===== config.mk =====
export PLATFORM = sky130hd
export DESIGN_NAME = plab4_net_router_output_terminal_demux_notp_flat
export DESIGN_NICKNAME = d
export VERILOG_FILES = /design/src/rtl/plab4_net_router_output_terminal_demux_notp_pkg.sv /design/src/rtl/plab4_net_router_output_terminal_demux_notp_if.sv /design/src/rtl/plab4_net_router_output_terminal_demux_notp_queue.sv /design/src/rtl/plab4_net_router_output_terminal_demux_notp.sv /design/src/flat_wrapper.sv
export SDC_FILE = /design/constraint.sdc
export NUM_CORES = 1
export LEC_CHECK = 0
export BUFFER_PORTS_ARGS = -buffer_cell sky130_fd_sc_hd__buf_2
export CAP_MARGIN = 20
export CORE_MARGIN = 2
export CORE_UTILIZATION = 35
export CTS_BUF_LIST = sky130_fd_sc_hd__clkbuf_16
export DETAILED_ROUTE_END_ITERATION = 10
export HOLD_SLACK_MARGIN = 0.08
export MAX_ROUTING_LAYER = met4
export PLACE_DENSITY = 0.67
export SLEW_MARGIN = 20
export SYNTH_ARGS = -nofsm -noshare
export SYNTH_HDL_FRONTEND = slang
export SYNTH_HIERARCHICAL = 1
export SYNTH_SLANG_ARGS = --single-unit

===== constraint.sdc =====
create_clock -name clk -period 6.1 [get_ports clk]
set_clock_uncertainty 0.2 [all_clocks]
set_input_delay 1.22 -clock clk [delete_from_list [all_inputs] [get_ports clk]]
set_output_delay 1.22 -clock clk [all_outputs]
set_load 0.005 [all_outputs]

===== src/rtl/plab4_net_router_output_terminal_demux_notp_pkg.sv =====
// ----------------------------------------------------------------------------
// plab4_net_router_output_terminal_demux_notp_pkg
// Shared plab4-net message header: domain encodings and default widths.
// Revision: 1.0
// ----------------------------------------------------------------------------
`default_nettype none

package plab4_net_router_output_terminal_demux_notp_pkg;

  typedef enum logic {
    DOMAIN_D0 = 1'b0,
    DOMAIN_D1 = 1'b1
  } domain_e;

  localparam int MSG_NBITS         = 44;
  localparam int DEFAULT_ENTRIES   = 2;
  localparam int DEFAULT_FREE_BITS = 2;

endpackage

`default_nettype wire


===== src/rtl/plab4_net_router_output_terminal_demux_notp_if.sv =====
// ----------------------------------------------------------------------------
// plab4_net_router_output_terminal_demux_notp_if
// Terminal-side handshake bundle: one input stream, two per-domain outputs.
// Revision: 1.0
// ----------------------------------------------------------------------------
`default_nettype none

interface plab4_net_router_output_terminal_demux_notp_if #(
  parameter int MSG_NBITS  = plab4_net_router_output_terminal_demux_notp_pkg::MSG_NBITS,
  parameter int FREE_NBITS = plab4_net_router_output_terminal_demux_notp_pkg::DEFAULT_FREE_BITS
);
  logic                  in_val;
  logic                  in_rdy;
  logic [MSG_NBITS-1:0]  in_msg;
  logic                  in_domain;
  logic                  out_val_d0;
  logic                  out_rdy_d0;
  logic [MSG_NBITS-1:0]  out_msg_d0;
  logic                  out_val_d1;
  logic                  out_rdy_d1;
  logic [MSG_NBITS-1:0]  out_msg_d1;
  logic [FREE_NBITS-1:0] num_free_d0;
  logic [FREE_NBITS-1:0] num_free_d1;

  modport master (
    output in_val, in_msg, in_domain, out_rdy_d0, out_rdy_d1,
    input  in_rdy, out_val_d0, out_msg_d0, out_val_d1, out_msg_d1,
           num_free_d0, num_free_d1
  );

  modport slave (
    input  in_val, in_msg, in_domain, out_rdy_d0, out_rdy_d1,
    output in_rdy, out_val_d0, out_msg_d0, out_val_d1, out_msg_d1,
           num_free_d0, num_free_d1
  );
endinterface

`default_nettype wire


===== src/rtl/plab4_net_router_output_terminal_demux_notp_queue.sv =====
// ----------------------------------------------------------------------------
// plab4_net_output_terminal_queue
// Per-domain ejection FIFO with registered free-slot count for credit return.
// Revision: 1.0
// ----------------------------------------------------------------------------
`default_nettype none

module plab4_net_output_terminal_queue
  import plab4_net_router_output_terminal_demux_notp_pkg::*;
#(
  parameter int P_MSG_NBITS      = MSG_NBITS,
  parameter int P_NUM_ENTRIES    = DEFAULT_ENTRIES,
  parameter int P_NUM_FREE_NBITS = DEFAULT_FREE_BITS
) (
  input  wire logic                        clk,
  input  wire logic                        rst_n,
  input  wire logic                        i_enq_val,
  output logic                             o_enq_rdy,
  input  wire logic [P_MSG_NBITS-1:0]      i_enq_msg,
  output logic                             o_deq_val,
  input  wire logic                        i_deq_rdy,
  output logic [P_MSG_NBITS-1:0]           o_deq_msg,
  output logic [P_NUM_FREE_NBITS-1:0]      o_num_free
);

  localparam int c_PTR_NBITS = $clog2(P_NUM_ENTRIES);
  localparam int c_CNT_NBITS = $clog2(P_NUM_ENTRIES) + 1;
  localparam logic [c_CNT_NBITS-1:0] c_FULL = c_CNT_NBITS'(P_NUM_ENTRIES);

  logic [c_PTR_NBITS-1:0] r_wr_ptr;
  logic [c_PTR_NBITS-1:0] r_rd_ptr;
  logic [c_CNT_NBITS-1:0] r_count;
  logic [P_MSG_NBITS-1:0] r_mem [P_NUM_ENTRIES];
  logic                   w_enq;
  logic                   w_deq;

  // Ready is judged on the pre-dequeue count, so a full queue never takes a
  // new message even when its head leaves in the same cycle.
  assign o_enq_rdy  = (r_count != c_FULL);
  assign o_deq_val  = (r_count != '0);
  assign o_deq_msg  = r_mem[r_rd_ptr];
  assign o_num_free = P_NUM_FREE_NBITS'(c_FULL - r_count);
  assign w_enq      = i_enq_val && o_enq_rdy;
  assign w_deq      = o_deq_val && i_deq_rdy;

  always_ff @(posedge clk or negedge rst_n) begin
    if (!rst_n) begin
      r_wr_ptr <= '0;
      r_rd_ptr <= '0;
      r_count  <= '0;
    end else begin
      if (w_enq) r_wr_ptr <= r_wr_ptr + c_PTR_NBITS'(1);
      if (w_deq) r_rd_ptr <= r_rd_ptr + c_PTR_NBITS'(1);
      case ({w_enq, w_deq})
        2'b10:   r_count <= r_count + c_CNT_NBITS'(1);
        2'b01:   r_count <= r_count - c_CNT_NBITS'(1);
        default: r_count <= r_count;
      endcase
    end
  end

  // Payload storage carries no reset; it is only observed when count != 0.
  always_ff @(posedge clk) begin
    if (w_enq) r_mem[r_wr_ptr] <= i_enq_msg;
  end

endmodule

`default_nettype wire


===== src/rtl/plab4_net_router_output_terminal_demux_notp.sv =====
// ----------------------------------------------------------------------------
// plab4_net_router_output_terminal_demux_notp
// Steers terminal output messages into independent per-domain ejection queues.
// Revision: 1.0
// ----------------------------------------------------------------------------
`default_nettype none

module plab4_net_router_output_terminal_demux_notp
  import plab4_net_router_output_terminal_demux_notp_pkg::*;
#(
  parameter int P_MSG_NBITS      = MSG_NBITS,
  parameter int P_NUM_ENTRIES    = DEFAULT_ENTRIES,
  parameter int P_NUM_FREE_NBITS = DEFAULT_FREE_BITS
) (
  input wire logic clk,
  input wire logic rst_n,
  plab4_net_router_output_terminal_demux_notp_if.slave io_net
);

  logic w_sel_d0;
  logic w_sel_d1;
  logic w_rdy_d0;
  logic w_rdy_d1;

  assign w_sel_d0      = io_net.in_val && (io_net.in_domain == DOMAIN_D0);
  assign w_sel_d1      = io_net.in_val && (io_net.in_domain == DOMAIN_D1);
  assign io_net.in_rdy = (io_net.in_domain == DOMAIN_D1) ? w_rdy_d1 : w_rdy_d0;

  plab4_net_output_terminal_queue #(
    .P_MSG_NBITS      (P_MSG_NBITS),
    .P_NUM_ENTRIES    (P_NUM_ENTRIES),
    .P_NUM_FREE_NBITS (P_NUM_FREE_NBITS)
  ) u_queue_d0 (
    .clk        (clk),
    .rst_n      (rst_n),
    .i_enq_val  (w_sel_d0),
    .o_enq_rdy  (w_rdy_d0),
    .i_enq_msg  (io_net.in_msg),
    .o_deq_val  (io_net.out_val_d0),
    .i_deq_rdy  (io_net.out_rdy_d0),
    .o_deq_msg  (io_net.out_msg_d0),
    .o_num_free (io_net.num_free_d0)
  );

  plab4_net_output_terminal_queue #(
    .P_MSG_NBITS      (P_MSG_NBITS),
    .P_NUM_ENTRIES    (P_NUM_ENTRIES),
    .P_NUM_FREE_NBITS (P_NUM_FREE_NBITS)
  ) u_queue_d1 (
    .clk        (clk),
    .rst_n      (rst_n),
    .i_enq_val  (w_sel_d1),
    .o_enq_rdy  (w_rdy_d1),
    .i_enq_msg  (io_net.in_msg),
    .o_deq_val  (io_net.out_val_d1),
    .i_deq_rdy  (io_net.out_rdy_d1),
    .o_deq_msg  (io_net.out_msg_d1),
    .o_num_free (io_net.num_free_d1)
  );

endmodule

`default_nettype wire


===== src/flat_wrapper.sv =====
// flat-port wrapper written by rule: the top's interface ports become plain ports
module plab4_net_router_output_terminal_demux_notp_flat import plab4_net_router_output_terminal_demux_notp_pkg::*;
#(
  parameter int P_MSG_NBITS      = MSG_NBITS,
  parameter int P_NUM_ENTRIES    = DEFAULT_ENTRIES,
  parameter int P_NUM_FREE_NBITS = DEFAULT_FREE_BITS
)
  (clk, rst_n, io_net_in_val, io_net_in_msg, io_net_in_domain, io_net_out_rdy_d0, io_net_out_rdy_d1, io_net_in_rdy, io_net_out_val_d0, io_net_out_msg_d0, io_net_out_val_d1, io_net_out_msg_d1, io_net_num_free_d0, io_net_num_free_d1);
  plab4_net_router_output_terminal_demux_notp_if #(.MSG_NBITS((44)), .FREE_NBITS(2)) io_net_i ();
  input wire logic clk;
  input wire logic rst_n;
  input wire logic [$bits(io_net_i.in_val)-1:0] io_net_in_val;
  input wire logic [$bits(io_net_i.in_msg)-1:0] io_net_in_msg;
  input wire logic [$bits(io_net_i.in_domain)-1:0] io_net_in_domain;
  input wire logic [$bits(io_net_i.out_rdy_d0)-1:0] io_net_out_rdy_d0;
  input wire logic [$bits(io_net_i.out_rdy_d1)-1:0] io_net_out_rdy_d1;
  output wire logic [$bits(io_net_i.in_rdy)-1:0] io_net_in_rdy;
  output wire logic [$bits(io_net_i.out_val_d0)-1:0] io_net_out_val_d0;
  output wire logic [$bits(io_net_i.out_msg_d0)-1:0] io_net_out_msg_d0;
  output wire logic [$bits(io_net_i.out_val_d1)-1:0] io_net_out_val_d1;
  output wire logic [$bits(io_net_i.out_msg_d1)-1:0] io_net_out_msg_d1;
  output wire logic [$bits(io_net_i.num_free_d0)-1:0] io_net_num_free_d0;
  output wire logic [$bits(io_net_i.num_free_d1)-1:0] io_net_num_free_d1;
  assign io_net_i.in_val = io_net_in_val;
  assign io_net_i.in_msg = io_net_in_msg;
  assign io_net_i.in_domain = io_net_in_domain;
  assign io_net_i.out_rdy_d0 = io_net_out_rdy_d0;
  assign io_net_i.out_rdy_d1 = io_net_out_rdy_d1;
  assign io_net_in_rdy = io_net_i.in_rdy;
  assign io_net_out_val_d0 = io_net_i.out_val_d0;
  assign io_net_out_msg_d0 = io_net_i.out_msg_d0;
  assign io_net_out_val_d1 = io_net_i.out_val_d1;
  assign io_net_out_msg_d1 = io_net_i.out_msg_d1;
  assign io_net_num_free_d0 = io_net_i.num_free_d0;
  assign io_net_num_free_d1 = io_net_i.num_free_d1;
  plab4_net_router_output_terminal_demux_notp #(.P_MSG_NBITS(P_MSG_NBITS), .P_NUM_ENTRIES(P_NUM_ENTRIES), .P_NUM_FREE_NBITS(P_NUM_FREE_NBITS)) u_core (.clk(clk), .rst_n(rst_n), .io_net(io_net_i));
endmodule

==> impl_summary.md <==
Route
In the routed design, unresolved DRC markers number 0. The first routing iteration left 227 violations. Dividing the detail-routed via count by the number of cells gives 4.43. The detail route stage leaves a number of antenna-violating nets equal to 0. In the final routed layout, each cell accounts on average for 17.2 um. The pre-antenna-repair detailed-routing pass consisted of 4 iterations. The total wire length after detailed routing is 13.1 mm.

The routed via count is 3372.

Worst setup path
The critical path goes through mux2_2 > buf_2. The critical path required time is 4680 ps. The dominant delay contributor by cell family on the critical path is flip-flops. By startpoint and endpoint, the worst setup path is classified as flop to output pin.

The worst setup path is launched from a flop. The cell at the slowest stage of the critical path is sky130_fd_sc_hd__dfrtp_4. The arrival time of data at the critical path endpoint is 2060 ps. The element type at the critical path end is an output pin. Counting both buffers and inverters, the worst setup path holds a total of 1. The peak fanout along the critical path is 45. The largest single stage delay on the critical path is 1010 ps.

Placement
The congestion estimate from routability-driven global placement came to 0.774. In this run the tool buffered the top-level ports with 144 buffer cells. The detailed placer's ending HPWL is 8.10 mm. Before CTS, the worst setup slack after placement is 2740 ps.

Floorplanning
The effective utilization at floorplan is 35.7%. The total I/O pin count is 145. The floorplan step set the die width to 148 um.

The area of the core region is 20300 um^2. The height of the die is 148 um. The die covers 21900 um^2. The standard-cell row count is 52.

Power
Summing internal, switching and leakage power gives 3860 uW. The total power per unit cell area is 440 nW/um^2. VDD sags by at most 0.000245 V. The analysis attributes to cell leakage a power of 0.00341 uW.

Worst hold path
The tightest min-delay check is of the flop to flop type.

Status
The flow ran to the end, and the final reports show no timing, DRC or antenna violations.

STA
The worst-margin pin slew is 945 ps. The portion of the clock cycle consumed by the worst path in the final layout is 57.0%. The final number of setup-violating endpoints is 0.

The smallest clock period supported by the final layout is computed as 3480 ps. The worst pin sits at a relative slew slack of 37.0%. Setup repair after global routing left no endpoint under its margin. The max-slew violation count is 0. The post-route worst hold slack is 350 ps. The maximum achievable frequency is 0.287 GHz.

The worst-case setup margin in the final layout is 2620 ps. In the final timing run, aggregate negative setup slack is 0 ps. The final-report hold violation count came to 0.

Global routing
The number of global-route vias before repair is 3594. The initial antenna violation count is 0. Global routing used 12.6% of the available tracks. Entering global routing, the biggest net connects 46 pins.

The total overflow reported by the global router is 0. The wire length of the first global-routing pass is 20.1 mm.

Layout
In the final design database the tool counted 534 nets. The filler cell count in the final layout is 1833. Relative to the synthesized area, the layout overhead comes to 20.8%. Cells with a size suffix above 1 make up 56.2% of the layout.

The post-layout utilization of the core is 43.1%. The antenna diode instance count is 0.

Clock network
The post-CTS clock slew at the launch and capture registers of the worst setup and hold paths is 70 ps. The clock passes through at most 2 buffers. After clock tree synthesis, the flow added hold-fix buffers numbering 0. The post-CTS resize count is 0. The number of clock buffers inserted by TritonCTS is 17. The clock latency at the later pin of the worst-skew pair is 410 ps. The clock net in this run drives a total of 184 sinks. The TritonCTS clock tree is done.

The master cell of the clock root buffer is sky130_fd_sc_hd__clkbuf_16. The post-CTS setup repair buffer count is 0. The H-tree generated during clock tree synthesis spans 4 levels.

Synth
For this run, the register share of the synthesized area comes to 75.7%. After synthesis the netlist holds a flip-flop and latch count of 184. The average instance in the mapped netlist occupies 22.4 um^2. After synthesis the cells add up to 7250 um^2. The post-synthesis net count is 379. The number of library cell types mapped by synthesis is 17. The Yosys step of the flow raised 6 warnings. In the synthesized netlist, the number of instances is 323.

Job
The number of maximum-capacitance violations is 0.
==> final timing paths <==
check                                           endpoint  cells past startpoint  slack (ps)                          from
max in group asynchronous     u_core/u_queue_d1/r_rd_ptr                      1        5080                         rst_n
setup / recovery                   io_net_out_msg_d1[28]                      2        2620    u_core/u_queue_d1/r_rd_ptr
hold reg to reg             u_core/u_queue_d1/r_count[0]                      1         350  u_core/u_queue_d1/r_count[0]
hold / removal              u_core/u_queue_d1/r_count[0]                      1         350  u_core/u_queue_d1/r_count[0]
setup reg to reg           u_core/u_queue_d0/r_mem[0][4]                      6        3560  u_core/u_queue_d0/r_count[0]
min in group asynchronous   u_core/u_queue_d1/r_count[1]                      1         430                         rst_n
==> cells by family (layout without fill, tap and decap cells) <==
logic type	count (synthesis)	after routing	synth area share, %
DFF	184	184	75.7
xor gates and xnor gates	10	10	1.21
adders and majority gates	6	6	1.04
buffers and inverters	22	190	3.25
and+or+nand+nor	12	12	0.881
muxes	89	89	17.9
==> synth_stat cells (all sizes together) <==
| cell | instances | area share (%) |
|---|---|---|
| and2 | 1 | 0.10 |
| and2b | 1 | 0.12 |
| and3 | 2 | 0.17 |
| buf | 12 | 2.7 |
| dfrtp | 8 | 2.8 |
| edfxtp | 176 | 73 |
| ha | 6 | 1.0 |
| inv | 10 | 0.52 |
| mux2 | 89 | 18 |
| nand2 | 2 | 0.10 |
| nor2 | 4 | 0.21 |
| nor2b | 2 | 0.17 |
| xnor2 | 8 | 0.97 |
| xor2 | 2 | 0.24 |
==> metrics by stage <==
step	instance area (um^2)	instances
2_1_floorplan	7250	323
3_3_place_gp	8160	729
3_5_place_dp	8160	729
4_1_cts	8750	761
5_1_grt	8750	761
6_report	8750	761
==> metal layers <==
layer,track usage (%),routed length (um),vias to the layer above
met3,3.92,641,16
met5,-,0,-
met2,20.7,6600,106
met4,3.43,171,0
met1,15.0,5700,1695
li1,-,-,1555
==> registers in the layout (all words and copies together), names as in the netlist <==
signal,count
u_core/u_queue_d1/r_wr_ptr,1
u_core/u_queue_d1/r_mem,88
u_core/u_queue_d1/r_rd_ptr,1
u_core/u_queue_d0/r_wr_ptr,1
u_core/u_queue_d0/r_rd_ptr,1
u_core/u_queue_d0/r_mem,88
u_core/u_queue_d0/r_count,2
u_core/u_queue_d1/r_count,2
==> final cells by class <==
type                       count  area [um^2]  share of cell area [%]
sequential                   184         5490                    62.7
multi-input combinational    117         1550                    17.7
timing repair buffer         148          751                    8.58
clock buffer                  17          425                    4.86
tap                          270          338                    3.86
clock inverter                15          166                    1.90
inverter                      10         37.5                   0.429
==> power breakdown <==
part	switching (uW)	internal [uW]
Combinational	437	601
Sequential	145	1580
Clock	476	615
Total	1060	2800
==> worst register-to-register path: stages, from the launching register on <==
cell and delay [ps]:
sky130_fd_sc_hd__dfrtp_1 420, sky130_fd_sc_hd__inv_1 90, sky130_fd_sc_hd__ha_1 200, sky130_fd_sc_hd__inv_1 100, sky130_fd_sc_hd__nand2_1 160, sky130_fd_sc_hd__nor2_4 530
sky130_fd_sc_hd__buf_4 490
==> layout by cell type, fill, tap and decap left out <==
master                       netlist  routed
sky130_fd_sc_hd__mux2_2           10      10
sky130_fd_sc_hd__clkinv_4          0       1
sky130_fd_sc_hd__nand2_1           2       2
sky130_fd_sc_hd__buf_2             0     144
sky130_fd_sc_hd__inv_8             0       3
sky130_fd_sc_hd__and2_2            1       1
sky130_fd_sc_hd__nor2_4            0       2
sky130_fd_sc_hd__clkinvlp_4        0       2
sky130_fd_sc_hd__mux2_4           79      79
sky130_fd_sc_hd__clkinv_1          0       1
sky130_fd_sc_hd__dfrtp_1           8       6
sky130_fd_sc_hd__and3_2            0       1
sky130_fd_sc_hd__xnor2_1           8       8
sky130_fd_sc_hd__bufinv_16         0       2
sky130_fd_sc_hd__nor2_1            4       2
sky130_fd_sc_hd__nor2b_1           2       2
sky130_fd_sc_hd__and3_4            0       1
sky130_fd_sc_hd__clkbuf_16         0      17
sky130_fd_sc_hd__clkinv_2          0       2
sky130_fd_sc_hd__xor2_1            2       2
sky130_fd_sc_hd__edfxtp_1        176     176
sky130_fd_sc_hd__ha_1              6       6
sky130_fd_sc_hd__inv_1            10      10
sky130_fd_sc_hd__dfrtp_2           0       1
sky130_fd_sc_hd__inv_6             0       4
sky130_fd_sc_hd__dfrtp_4           0       1
sky130_fd_sc_hd__and2b_2           1       1
sky130_fd_sc_hd__buf_4             2       4
Power figures use the tool's default switching activity.
